==> config.mk <==
export PLATFORM = sky130hd
export DESIGN_NAME = mul8_seq_ctrl
export DESIGN_NICKNAME = d
export VERILOG_FILES = /design/src/rtl/mul8_seq_ctrl.sv
export SDC_FILE = /design/constraint.sdc
export NUM_CORES = 1
export LEC_CHECK = 0
export CAP_MARGIN = 0
export CORE_MARGIN = 1
export CORE_UTILIZATION = 36
export DETAILED_ROUTE_END_ITERATION = 6
export GPL_TIMING_DRIVEN = 0
export PLACE_DENSITY = 0.53
export SETUP_SLACK_MARGIN = 0.15
export SKIP_CTS_REPAIR_TIMING = 1
export SLEW_MARGIN = 10
export SYNTH_ARGS = -nofsm -noshare
export SYNTH_HDL_FRONTEND = slang
export SYNTH_SLANG_ARGS = --single-unit
==> constraint.sdc <==
create_clock -name clk -period 7.25 [get_ports clk]
set_input_delay 0.725 -clock clk [delete_from_list [all_inputs] [get_ports clk]]
set_output_delay 0.725 -clock clk [all_outputs]
set_load 0.01 [all_outputs]
==> src/rtl/mul8_seq_ctrl.sv <==
// Sequential 8x8 unsigned multiplier / 16-bit MAC built around one shared 4x4 multiplier.
// Optional sticky overflow flag and port: define MUL8_SEQ_OVF_EN.

module multiplier4bit (
  input  logic [3:0] x,
  input  logic [3:0] y,
  output logic [7:0] prod
);
  assign prod = {4'b0000, x} * {4'b0000, y};
endmodule

module mul8_seq_ctrl #(
  parameter bit ACCUMULATE = 1'b0
) (
  input  logic        clk,
  input  logic        rst_n,
  input  logic        in_valid,
  output logic        in_ready,
  input  logic [7:0]  a,
  input  logic [7:0]  b,
  input  logic        clear,
  output logic        out_valid,
  input  logic        out_ready,
  output logic [15:0] p,
  output logic        busy
`ifdef MUL8_SEQ_OVF_EN
  ,
  output logic        ovf
`endif
);

  typedef enum logic [2:0] {IDLE, PP0, PP1, PP2, PP3, DONE} state_t;

  state_t      state, next_state;
  logic [7:0]  a_reg, b_reg;
  logic [15:0] acc;
  logic [3:0]  mul_x, mul_y;
  logic [7:0]  pp;
  logic [15:0] addend;
  logic [16:0] sum;

  multiplier4bit u_mul (
    .x    (mul_x),
    .y    (mul_y),
    .prod (pp)
  );

  // The state selects which operand nibbles feed the shared multiplier and how far to shift.
  always_comb begin
    mul_x  = a_reg[3:0];
    mul_y  = b_reg[3:0];
    addend = 16'h0000;
    case (state)
      PP0: addend = {8'h00, pp};
      PP1: begin
        mul_x  = a_reg[7:4];
        addend = {4'h0, pp, 4'h0};
      end
      PP2: begin
        mul_y  = b_reg[7:4];
        addend = {4'h0, pp, 4'h0};
      end
      PP3: begin
        mul_x  = a_reg[7:4];
        mul_y  = b_reg[7:4];
        addend = {pp, 8'h00};
      end
      default: addend = 16'h0000;
    endcase
  end

  assign sum = {1'b0, acc} + {1'b0, addend};

  always_comb begin
    next_state = state;
    case (state)
      IDLE:    if (in_valid) next_state = PP0;
      PP0:     next_state = PP1;
      PP1:     next_state = PP2;
      PP2:     next_state = PP3;
      PP3:     next_state = DONE;
      DONE:    if (out_ready) next_state = IDLE;
      default: next_state = IDLE;
    endcase
  end

  always_ff @(posedge clk or negedge rst_n) begin
    if (!rst_n) state <= IDLE;
    else        state <= next_state;
  end

  // A clear coinciding with an accept zeroes the accumulator and the transaction still proceeds.
  always_ff @(posedge clk or negedge rst_n) begin
    if (!rst_n) begin
      a_reg <= 8'h00;
      b_reg <= 8'h00;
      acc   <= 16'h0000;
    end else begin
      case (state)
        IDLE: begin
          if (in_valid) begin
            a_reg <= a;
            b_reg <= b;
            if ((ACCUMULATE == 1'b0) || clear) acc <= 16'h0000;
          end else if (clear) begin
            acc <= 16'h0000;
          end
        end
        PP0, PP1, PP2, PP3: acc <= sum[15:0];
        default: ;
      endcase
    end
  end

`ifdef MUL8_SEQ_OVF_EN
  logic ovf_q;

  always_ff @(posedge clk or negedge rst_n) begin
    if (!rst_n) begin
      ovf_q <= 1'b0;
    end else begin
      case (state)
        IDLE:               if (clear) ovf_q <= 1'b0;
        PP0, PP1, PP2, PP3: if (sum[16]) ovf_q <= 1'b1;
        default: ;
      endcase
    end
  end

  assign ovf = ovf_q;
`endif

  assign in_ready  = (state == IDLE);
  assign out_valid = (state == DONE);
  assign busy      = (state == PP0) || (state == PP1) || (state == PP2) || (state == PP3);
  assign p         = acc;

endmodule
## Word-level counts from Yosys, hierarchy flattened

Index checks and enable logic that the tools add are counted.

| storage, ports and cells | value |
|---|---|
| register bits | 35 |
| bits in latches | 0 |
| memory bits (writable) | 0 |
| bits in read-only memories | 0 |
| input port bits | 21 |
| output and inout port bits | 19 |
| word-level logic and storage cells | 35 |
| memories kept | 0 |

| operators by class | value |
|---|---|
| add/sub/neg operators | 1 |
| $mul | 1 |
| div/mod/pow operators | 0 |
| magnitude comparators | 0 |
| equal/unequal tests | 8 |
| shift operators | 0 |
| muxes and demuxes | 9 |
| bitwise logic cells | 0 |
| reduce and logical (&&, ||, !) cells | 12 |

Operator list:

| operator | number |
|---|---|
| one-hot mux 16 bit (3 select lines) | 1 |
| two-way mux 16 bit | 2 |
| one-hot mux 16 bit (2 select lines) | 1 |
| one-hot mux 3 bit (6 select lines) | 1 |
| adder 16 bit | 1 |
| multiplier 4 x 4 -> 8 bit | 1 |
| two-way mux 4 bit | 2 |
| == test 3 x 2 -> 1 bit (second input constant) | 2 |
| == test 3 bit (second input constant) | 2 |
| two-way mux 3 bit | 2 |
| AND reduction 2 bit | 3 |
| OR reduction 2 bit | 3 |
| OR reduction 4 bit | 1 |
| == test 3 x 1 -> 1 bit (second input constant) | 1 |
| zero test 3 bit | 1 |
| logical OR 1 bit | 3 |
| inequality test 3 x 2 -> 1 bit (second input constant) | 1 |
| inequality test 2 x 1 -> 1 bit (second input constant) | 1 |
| inequality test 2 bit (second input constant) | 1 |
| nonzero test 2 bit | 1 |

## Depth between registers and ports, before layout

Gate-level depths: netlist of the first run.

| logic depth | value |
|---|---|
| depth after elaboration | 7 |
| gate-level depth with buffers | 26 |
| gate-level depth less buffers | 24 |

## By module

Synthesis of the first run repeated with hierarchy kept, for this count alone.

| unflattened totals | value |
|---|---|
| cells, all modules | 338 |
| area total of the unflattened synthesis | 3,075.4 um^2 |

Modules (own cells, without submodules):

| module | instances | cells each | area an instance (um^2) | sequential area each (um^2) |
|---|---|---|---|---|
| mul8_seq_ctrl | 1 | 287 | 2,627.5 | 875.8 |
| multiplier4bit | 1 | 51 | 447.9 | 0.0 |

## Least setup slack after synthesis of the first run

Ideal clock, no wire load.

| timing path | value |
|---|---|
| kind | flip-flop to flip-flop |
| from | reg state[2] |
| to | reg acc[12] (netlist: p[12]) |
| library setup time | 121 ps |
| data arrival time | 5,199 ps |
| data required time | 7,129 ps |
| setup slack | 1,930 ps |
| stages on the path, launching flop included | 25 |
| buffers on the path | 2 |
| clock period less this slack | 5,320 ps |
| cell sequence | dfrtp_1 buf_2 buf_1 nor2_1 nand2_1 o21ai_0 nand2_1 o221ai_1 or2_2 fa_1 inv_1 fa_1 ha_1 a211oi_1 nor4b_1 nor3_1 nor2_1 a21oi_1 nor2_1 ha_1 and3_2 a221o_2 a221oi_4 xnor2_1 a22o_1 |

| on the way | value |
|---|---|
| longest elaborated chain between the ends | 7 |
| elaborated cells on any way between the ends | 18 |
| those cells by class | add/sub (1); mul (1); eq/ne (5); mux (4); reduce/logical (7) |

Ends and longest elaborated chain:

| element | RTL line | RTL |
|---|---|---|
| start, declared | 34 | `state_t state, next_state;` |
| start signal, assigned | 89 | `else state <= next_state;` |
| == test 3 x 2 -> 1 bit or == test 3 bit (tied branches) | 53, 99 |  |
| OR reduction 2 bit (no source line) | - |  |
| two-way mux 4 bit | 53 | `case (state)` |
| multiplier 4 x 4 -> 8 bit | 9 | `assign prod = {4'b0000, x} * {4'b0000, y};` |
| one-hot mux 16 bit (3 select lines) | 53 |  |
| adder 16 bit | 72 | `assign sum = {1'b0, acc} + {1'b0, addend};` |
| one-hot mux 16 bit (2 select lines) | 99 | `case (state)` |
| end signal, assigned | 109 | `PP0, PP1, PP2, PP3: acc <= sum[15:0];` |
| end, declared | 36 | `logic [15:0] acc;` |

Parallel ways exist; a longest one is shown, timed or not.
A chain may end at the register's enable or synchronous reset.

## Worst setup path after layout of the first run

| timing path | value |
|---|---|
| from | reg state[2] |
| to | reg acc[15] (netlist: p[15]) |

The elaborated chain is that of the path after synthesis.

==> impl_metrics.toml, run 1 <==
[logic_synthesis]
yosysTopAreaCell = "dfrtp_1"
synthCells = 298
yosysMostFrequentCell = "dfrtp_1"
async_flop_share = 1.00
synth_top_area_frac = 0.308
synthTopCellsByArea = "dfrtp_1, ha_1, mux2_2"
postSynthAreaPerCell_um2 = 9.55
ys_seq_area_frac = 0.308
ys_warn_count = 0
synthTopCellsByCount = "dfrtp_1, nor2_1, ha_1, nand2_1, mux2_2"
synth_fp_nets = 351
synth_area_mm2 = 0.00285
ys_types = 55
synth_edf_count = 0
synth_top_flop_cell = "dfrtp_1"
ys_ff_latch = 35

[finish]
area_delta_synth_final_pct = 22.9
largest_reg_flops = 16
n_antenna_cell = 0
drive_gt1_frac = 0.145
post-route-util = 0.455
num-nets-final = 398

[global_route]
grt_pass1_vias = 2297
met2_usage = 0.264
grt_max_degree = 32
antenna_found_initial = 0
met3_usage = 0.0261
grt.total_usage = 0.174
top_usage_layer = "met2"
grt_use_met1 = 0.258
grt_pass1_wl_um = 11400
grt_overflow = 0

[run_status]
outcome = "complete, no violations"

[detailed_routing]
viasPerCell = 5.27
routed_wl_um = 6910
vias = 2361
initialDrtViolationCount = 170
wl_per_cell_um = 15.4
ant_nets = 0
drc = 0
dr.pass1.iters = 4

[sta]
fmax_mhz = 162
rsz0062_at_grt = "false"
finalWorstSetupSlack_ns = 1.06
slew_headroom = 0.633
report.final.slew_viol_count = 0
skew_ns = 0.0113
tightest_slew_ns = 0.546
finalHoldViolations = 0
fin_crit_ns = 6.19
final.setup.tns_ns = 0
post-route-period-util = 0.853
setup_viol = 0

[setup_path]
end_kind = "flop"
critPathKind = "flop to flop"
crit_path_start_kind = "flop"
crit_path_max_incr_delay_ns = 0.57
crit_path_max_fanout = 10
cp_data_required_time_ns = 7.48
crit_slowest_cell = "fa_1"
cp.arrival_ns = 6.41

[floorplan]
dieArea_mm2 = 0.00826
coreArea_mm2 = 0.00769
rows = 32
die_h_um = 90.9
io_pins = 40
dieWidth_um = 90.9
initial_core_util = 0.370

[clocking]
cts_tree = "built"
root_buffer = "clkbuf_8"
clock_latency_ns = 0.30
clkTransAtPathRegs_ns = 0.08
cts_max_level = 2
cts_made_buffers = 5
cts_buffer_depth = 2
clkSinkCount = 35

[placed_design]
port_buffers = 39
place_ws_ns = 1.18
dp_hpwl_um = 5350
place_congestion = 0.841

[worst_hold_path]
min_path_type = "input port to async pin"

[job]
max-cap-violations = 0
==> cells by family after synthesis <==
group           Yosys count  synth area share
buf+inv                  18            0.0286
xor+xnor                 14            0.0431
mux                      21            0.0814
fa+ha+maj                32             0.154
compound gates           81             0.212
flops                    35             0.308
simple gates             97             0.174
==> final timing paths <==
kind / endpoint / startpoint / cells past startpoint / slack (ns)
worst max register to register: p[15] / state[2] / 26 / 1.06
worst max-delay path: p[15] / state[2] / 26 / 1.06
worst min register to register: a_reg[1] / a_reg[1] / 1 / 0.51
worst min-delay path: a_reg[2] / rst_n / 1 / 0.25
max in group asynchronous: p[10] / rst_n / 2 / 6.61
min in group clk: a_reg[1] / a_reg[1] / 1 / 0.51
==> area by class of cell <==
cell class              instances  area, µm²
plain buffers                  11       55.1
clock buffers                   6       82.6
clock inverters                 2       35.0
fillers                       762       4190
inverters                       7       26.3
multi-input cells             245       1890
flip-flops and latches         35        876
well taps                     102        128
repair buffers                 40        405
==> metal layers <==
layer  vias to the layer above  part of all wire
li1                       1203                 -
met1                      1126              0.52
met2                        24              0.45
met3                         8             0.019
met4                         0             0.011
met5                         -                 0
==> per-stage QoR <==
step / hold WS, ns / std cells / instance area, µm²
finish: 0.250 / 448 / 3500
global route: 0.240 / 448 / 3500
CTS: 0.243 / 448 / 3500
detailed placement: 0.497 / 440 / 3380
global placement: 0.491 / 439 / 3360
floorplan: 0.429 / 298 / 2850
==> worst max-delay path, delay by kind of cell, from the launching register on <==
| kind | cells | cell delay [ns] |
|---|---|---|
| fa+ha+maj | 4 | 1.80 |
| compound gates | 9 | 1.77 |
| simple gates | 7 | 1.02 |
| buf+inv | 5 | 0.79 |
| flops | 1 | 0.37 |
| xor+xnor | 1 | 0.34 |
==> layout by cell type (no fill, tap or decap), types with 4 or more instances in the layout <==
cell,synthesis,final
nand2_1,20,20
clkbuf_8,0,6
a21o_2,4,4
o221ai_1,4,4
clkdlybuf4s50_1,0,38
nor2_1,31,31
dfrtp_1,35,35
a21oi_1,16,16
nor2b_1,4,4
ha_1,27,27
a21o_1,4,4
nand2b_1,6,6
xor2_1,6,6
nor3_1,4,4
buf_2,5,6
fa_1,5,5
inv_1,7,7
xnor2_1,8,8
mux2_2,17,17
and2_1,6,6
o21ai_0,12,12
a22o_1,16,16
mux2i_1,4,4
Power of run 1 is not shown: default switching activity piles up to over one toggle a cycle in this logic, so the estimate is an artifact.
==> inputs of run 2 (changes only) <==
--- a/config.mk
+++ b/config.mk
@@ -10,7 +10,7 @@
 export CORE_UTILIZATION = 36
 export DETAILED_ROUTE_END_ITERATION = 6
 export GPL_TIMING_DRIVEN = 0
-export PLACE_DENSITY = 0.53
+export PLACE_DENSITY = 0.6
 export SETUP_SLACK_MARGIN = 0.15
 export SKIP_CTS_REPAIR_TIMING = 1
 export SLEW_MARGIN = 10
==> run 2 against run 1 <==
Hold slack got worse by 0.0072 ns. Clock-buffer cell count unchanged. Cell area shrank 0.93%. Global-route usage decreased by 0.30 points. Routed wire length fell by 0.68%. Die area unchanged. First-iteration DRC count unchanged. Sequential share of layout area rose by 0.24 points.
==> impl_metrics.toml, run 2 (synthesis results as in run 1) <==
[detailed_routing]
drc = 0
wl_per_cell_um = 15.3
wl_met3_um = 240
initialDrtViolationCount = 170
wl_met1_um = 3280
top_layer_used = "met4"
ant_nets = 0
viasPerCell = 5.53
routed_wl_um = 6860
dr.pass1.iters = 4
dr_wl_met2_um = 3220
vias = 2478

[setup_path]
cp_data_required_time_ns = 7.44
cp.arrival_ns = 6.40
crit_slowest_cell = "nor3_1"
crit_path_max_fanout = 10
crit_path_max_incr_delay_ns = 0.51
end_kind = "flop"
path_cells = "buf_2, buf_1, nor2_1, nand2_1, o21ai_0, nand2_1, o221ai_1, or2_2, fa_1, inv_1, fa_1, ha_1, a211oi_1, nor4b_1, nor3_1, nor2_1, a21oi_1, nor2_1, ha_1, and3_2, a221o_2, a221oi_4, xnor2_1, a22o_1"
critPathKind = "flop to flop"
crit_top_cell = "nor2_1"
crit_path_start_kind = "flop"

[global_route]
grt.total_usage = 0.171
grt_pass1_vias = 2328
grt_max_degree = 32
grt_pass1_wl_um = 11400
grt_overflow = 0
antenna_found_initial = 0

[finish]
drive_gt1_frac = 0.142
fin_cells = 448
post-route-util = 0.451
num-nets-final = 398
layout_common_cells = "clkdlybuf4s50_1, dfrtp_1, nor2_1"
n_antenna_cell = 0
largest_reg_flops = 16
mostFrequentLayoutCell = "clkdlybuf4s50_1"
area_delta_synth_final_pct = 21.7

[clocking]
cts_made_buffers = 5
cts_tree = "built"
clkSinkCount = 35
clkTransAtPathRegs_ns = 0.08
cts_max_level = 2
clock_latency_ns = 0.30
root_buffer = "clkbuf_8"
cts_buffer_depth = 2

[worst_hold_path]
min_path_type = "input port to async pin"

[sta]
setup_viol = 0
slew_headroom = 0.611
skew_ns = 0.00532
finalHoldViolations = 0
post-route-period-util = 0.856
final.setup.tns_ns = 0
rsz0062_at_grt = "false"
tightest_slew_ns = 0.580
report.final.slew_viol_count = 0
fmax_mhz = 161
fin_crit_ns = 6.21

[placed_design]
dp_hpwl_um = 5220
place_congestion = 0.857
port_buffers = 39
dp_cells = 440

[floorplan]
rows = 32
dieWidth_um = 90.9
io_pins = 40
initial_core_util = 0.370
coreArea_mm2 = 0.00769
dieArea_mm2 = 0.00826
die_h_um = 90.9

[run_status]
outcome = "complete, no violations"

[job]
max-cap-violations = 0
-- run 2: changes by cell type in the layout (fill, tap and decap cells not counted) --
cell / previous run / this run
bufinv_16: 1 / 0
clkinvlp_4: 0 / 1
clkbuf_8: 6 / 5
clkbuf_1: 3 / 4
-- run 2: routing by layer --
metal | vias up | global-route usage
li1 | 1203 | -
met4 | 0 | 0.0595
met3 | 11 | 0.0286
met5 | - | 0
met2 | 45 | 0.261
met1 | 1219 | 0.244
-- run 2: area by class of cell --
cell class	count	area [µm²]
Fill cell	768	4220
Multi-Input combinational cell	245	1890
Sequential cell	35	876
Timing Repair Buffer	40	405
Tap cell	102	128
Clock buffer	6	72.6
Buffer	11	55.1
Inverter	7	26.3
Clock inverter	2	12.5
-- run 2: critical path: cells and delay by family (launching register included) --
family | cells | cell delay (ns)
adders and majority gates | 4 | 1.66
xor gates and xnor gates | 1 | 0.10
DFF | 1 | 0.36
AOI/OAI and AO/OA | 7 | 1.67
buffers and inverters | 3 | 0.70
and+or+nand+nor | 9 | 1.62
-- run 2: stage by stage --
step / cell area (µm²) / setup WS [ns] / hold WS, ns
2_1_floorplan: 2850 / 1.93 / 0.429
3_3_place_gp: 3360 / 1.18 / 0.491
3_5_place_dp: 3380 / 1.10 / 0.496
4_1_cts: 3460 / 1.07 / 0.238
5_1_grt: 3460 / 0.591 / 0.239
6_report: 3460 / 1.04 / 0.243
-- run 2: worst paths after layout --
| path | startpoint | endpoint | slack (ns) | cells after the start |
|---|---|---|---|---|
| setup / recovery | state[2] | p[12] | 1.04 | 24 |
| hold / removal | rst_n | a_reg[6] | 0.24 | 1 |
| setup reg to reg | state[2] | p[12] | 1.04 | 24 |
| hold reg to reg | a_reg[1] | a_reg[1] | 0.51 | 1 |
| max in group asynchronous | rst_n | p[7] | 6.61 | 2 |
| min in group clk | a_reg[1] | a_reg[1] | 0.51 | 1 |
Power of run 2 is left out for the same reason.
==> inputs of run 3 (changes only) <==
--- a/config.mk
+++ b/config.mk
@@ -7,10 +7,10 @@
 export LEC_CHECK = 0
 export CAP_MARGIN = 0
 export CORE_MARGIN = 1
-export CORE_UTILIZATION = 36
+export CORE_UTILIZATION = 55
 export DETAILED_ROUTE_END_ITERATION = 6
 export GPL_TIMING_DRIVEN = 0
-export PLACE_DENSITY = 0.6
+export PLACE_DENSITY = 0.83
 export SETUP_SLACK_MARGIN = 0.15
 export SKIP_CTS_REPAIR_TIMING = 1
 export SLEW_MARGIN = 10
==> run 3 against run 2 <==
Hold slack improved by 0.27 ns. Via count decreased by 0.44%. Highest routed layer unchanged. Die area shrank 34%. Routed wire length decreased by 7.3%. Critical path depth stayed put.
==> impl_metrics.toml, run 3 (synthesis results as in run 1) <==
[finish]
fillers = 401
drive_gt1_frac = 0.142
layout_common_cells = "clkdlybuf4s50_1, dfrtp_1, nor2_1"
area_delta_synth_final_pct = 20.4
num-nets-final = 397
mostFrequentLayoutCell = "clkdlybuf4s50_1"
n_antenna_cell = 0
largest_reg_flops = 16
fin_area_mm2 = 0.00343

[global_route]
grt_pass1_vias = 2261
antenna_found_initial = 0
grt.total_usage = 0.254
grt_pass1_wl_um = 10500
grt_max_degree = 36
grt_overflow = 0

[floorplan]
initial_core_util = 0.587
dieArea_mm2 = 0.00546
rows = 25
coreArea_mm2 = 0.00485
die_h_um = 73.9
dieWidth_um = 73.9
io_pins = 40

[clocking]
root_buffer = "clkbuf_8"
clkTransAtPathRegs_ns = 0.08
cts_tree = "built"
clock_latency_ns = 0.29
clkSinkCount = 35
cts_made_buffers = 5
cts_buffer_depth = 2
cts_max_level = 2

[placed_design]
place_ws_ns = 1.27
dp_hpwl_um = 4880
place_area_mm2 = 0.00331
place_congestion = 0.906
port_buffers = 39

[detailed_routing]
dr.pass1.iters = 4
wl_per_cell_um = 15.4
routed_wl_um = 6360
drc = 0
ant_nets = 0
initialDrtViolationCount = 149
viasPerCell = 5.99
vias = 2467

[setup_path]
end_kind = "flop"
crit_path_max_fanout = 10
r2r_slack_ns = 1.15
cp_data_required_time_ns = 7.43
crit_path_start_kind = "flop"
reg2reg_to = "p[12]"
critPathKind = "flop to flop"
cp.arrival_ns = 6.28
rr_startpoint = "state[2]"
ff2ff_path_depth = 24

[sta]
final.setup.tns_ns = 0
report.final.slew_viol_count = 0
fmax_mhz = 164
slew_headroom = 0.467
skew_ns = 0.00561
whs_ns = 0.511
finalWorstSetupSlack_ns = 1.15
setup_viol = 0
fin_crit_ns = 6.10
tightest_slew_ns = 0.800
post-route-period-util = 0.841
finalHoldViolations = 0
rsz0062_at_grt = "false"

[run_status]
outcome = "complete, no violations"

[job]
max-cap-violations = 0

[worst_hold_path]
min_path_type = "input port to async pin"
[run 3: through the flow]
stage	cells	util
2_1_floorplan	298	-
3_3_place_gp	404	0.685
3_5_place_dp	404	0.684
4_1_cts	412	0.707
5_1_grt	412	0.707
6_report	412	0.707
[run 3: routing by layer]
layer  share of wire  track usage  vias to the layer above
li1                -            -                     1196
met1            0.47        0.374                     1196
met2            0.46        0.378                       65
met3           0.053       0.0384                       10
met4           0.016       0.0940                        0
met5               0            0                        -
[run 3: final cells by class]
class / count / area, µm² / share of cell area
Inverter: 7 / 26.3 / 0.00767
Multi-Input combinational cell: 245 / 1890 / 0.551
Timing Repair Buffer: 39 / 385 / 0.112
Buffer: 11 / 55.1 / 0.0161
Tap cell: 67 / 83.8 / 0.0245
Clock buffer: 5 / 68.8 / 0.0201
Sequential cell: 35 / 876 / 0.256
Clock inverter: 3 / 43.8 / 0.0128
[run 3: worst max-delay path by stage]
stage,slack [ns],startpoint,depth (start not counted),end
after global placement,1.38,state[2],24,p[12]
after CTS,1.21,state[2],24,p[12]
after floorplan,1.93,state[2],24,p[12]
after global routing,0.70,state[2],24,p[12]
final,1.15,state[2],24,p[12]
after detailed placement,1.27,state[2],24,p[12]
[run 3: critical path, cell delays in order, from the launching register on]
cell and delay [ns]:
dfrtp_1 0.36, buf_2 0.22, buf_1 0.37, nor2_1 0.10, nand2_1 0.08, o21ai_0 0.07, nand2_1 0.08, o221ai_1 0.21
or2_2 0.35, fa_1 0.48, inv_1 0.06, fa_1 0.50, ha_1 0.33, a211oi_1 0.28, nor4b_1 0.13, nor3_1 0.49
nor2_1 0.11, a21oi_1 0.15, nor2_1 0.07, ha_1 0.35, and3_2 0.19, a221o_2 0.41, a221oi_4 0.31, xnor2_1 0.10
a22o_1 0.18
Power of run 3 is left out for the same reason.
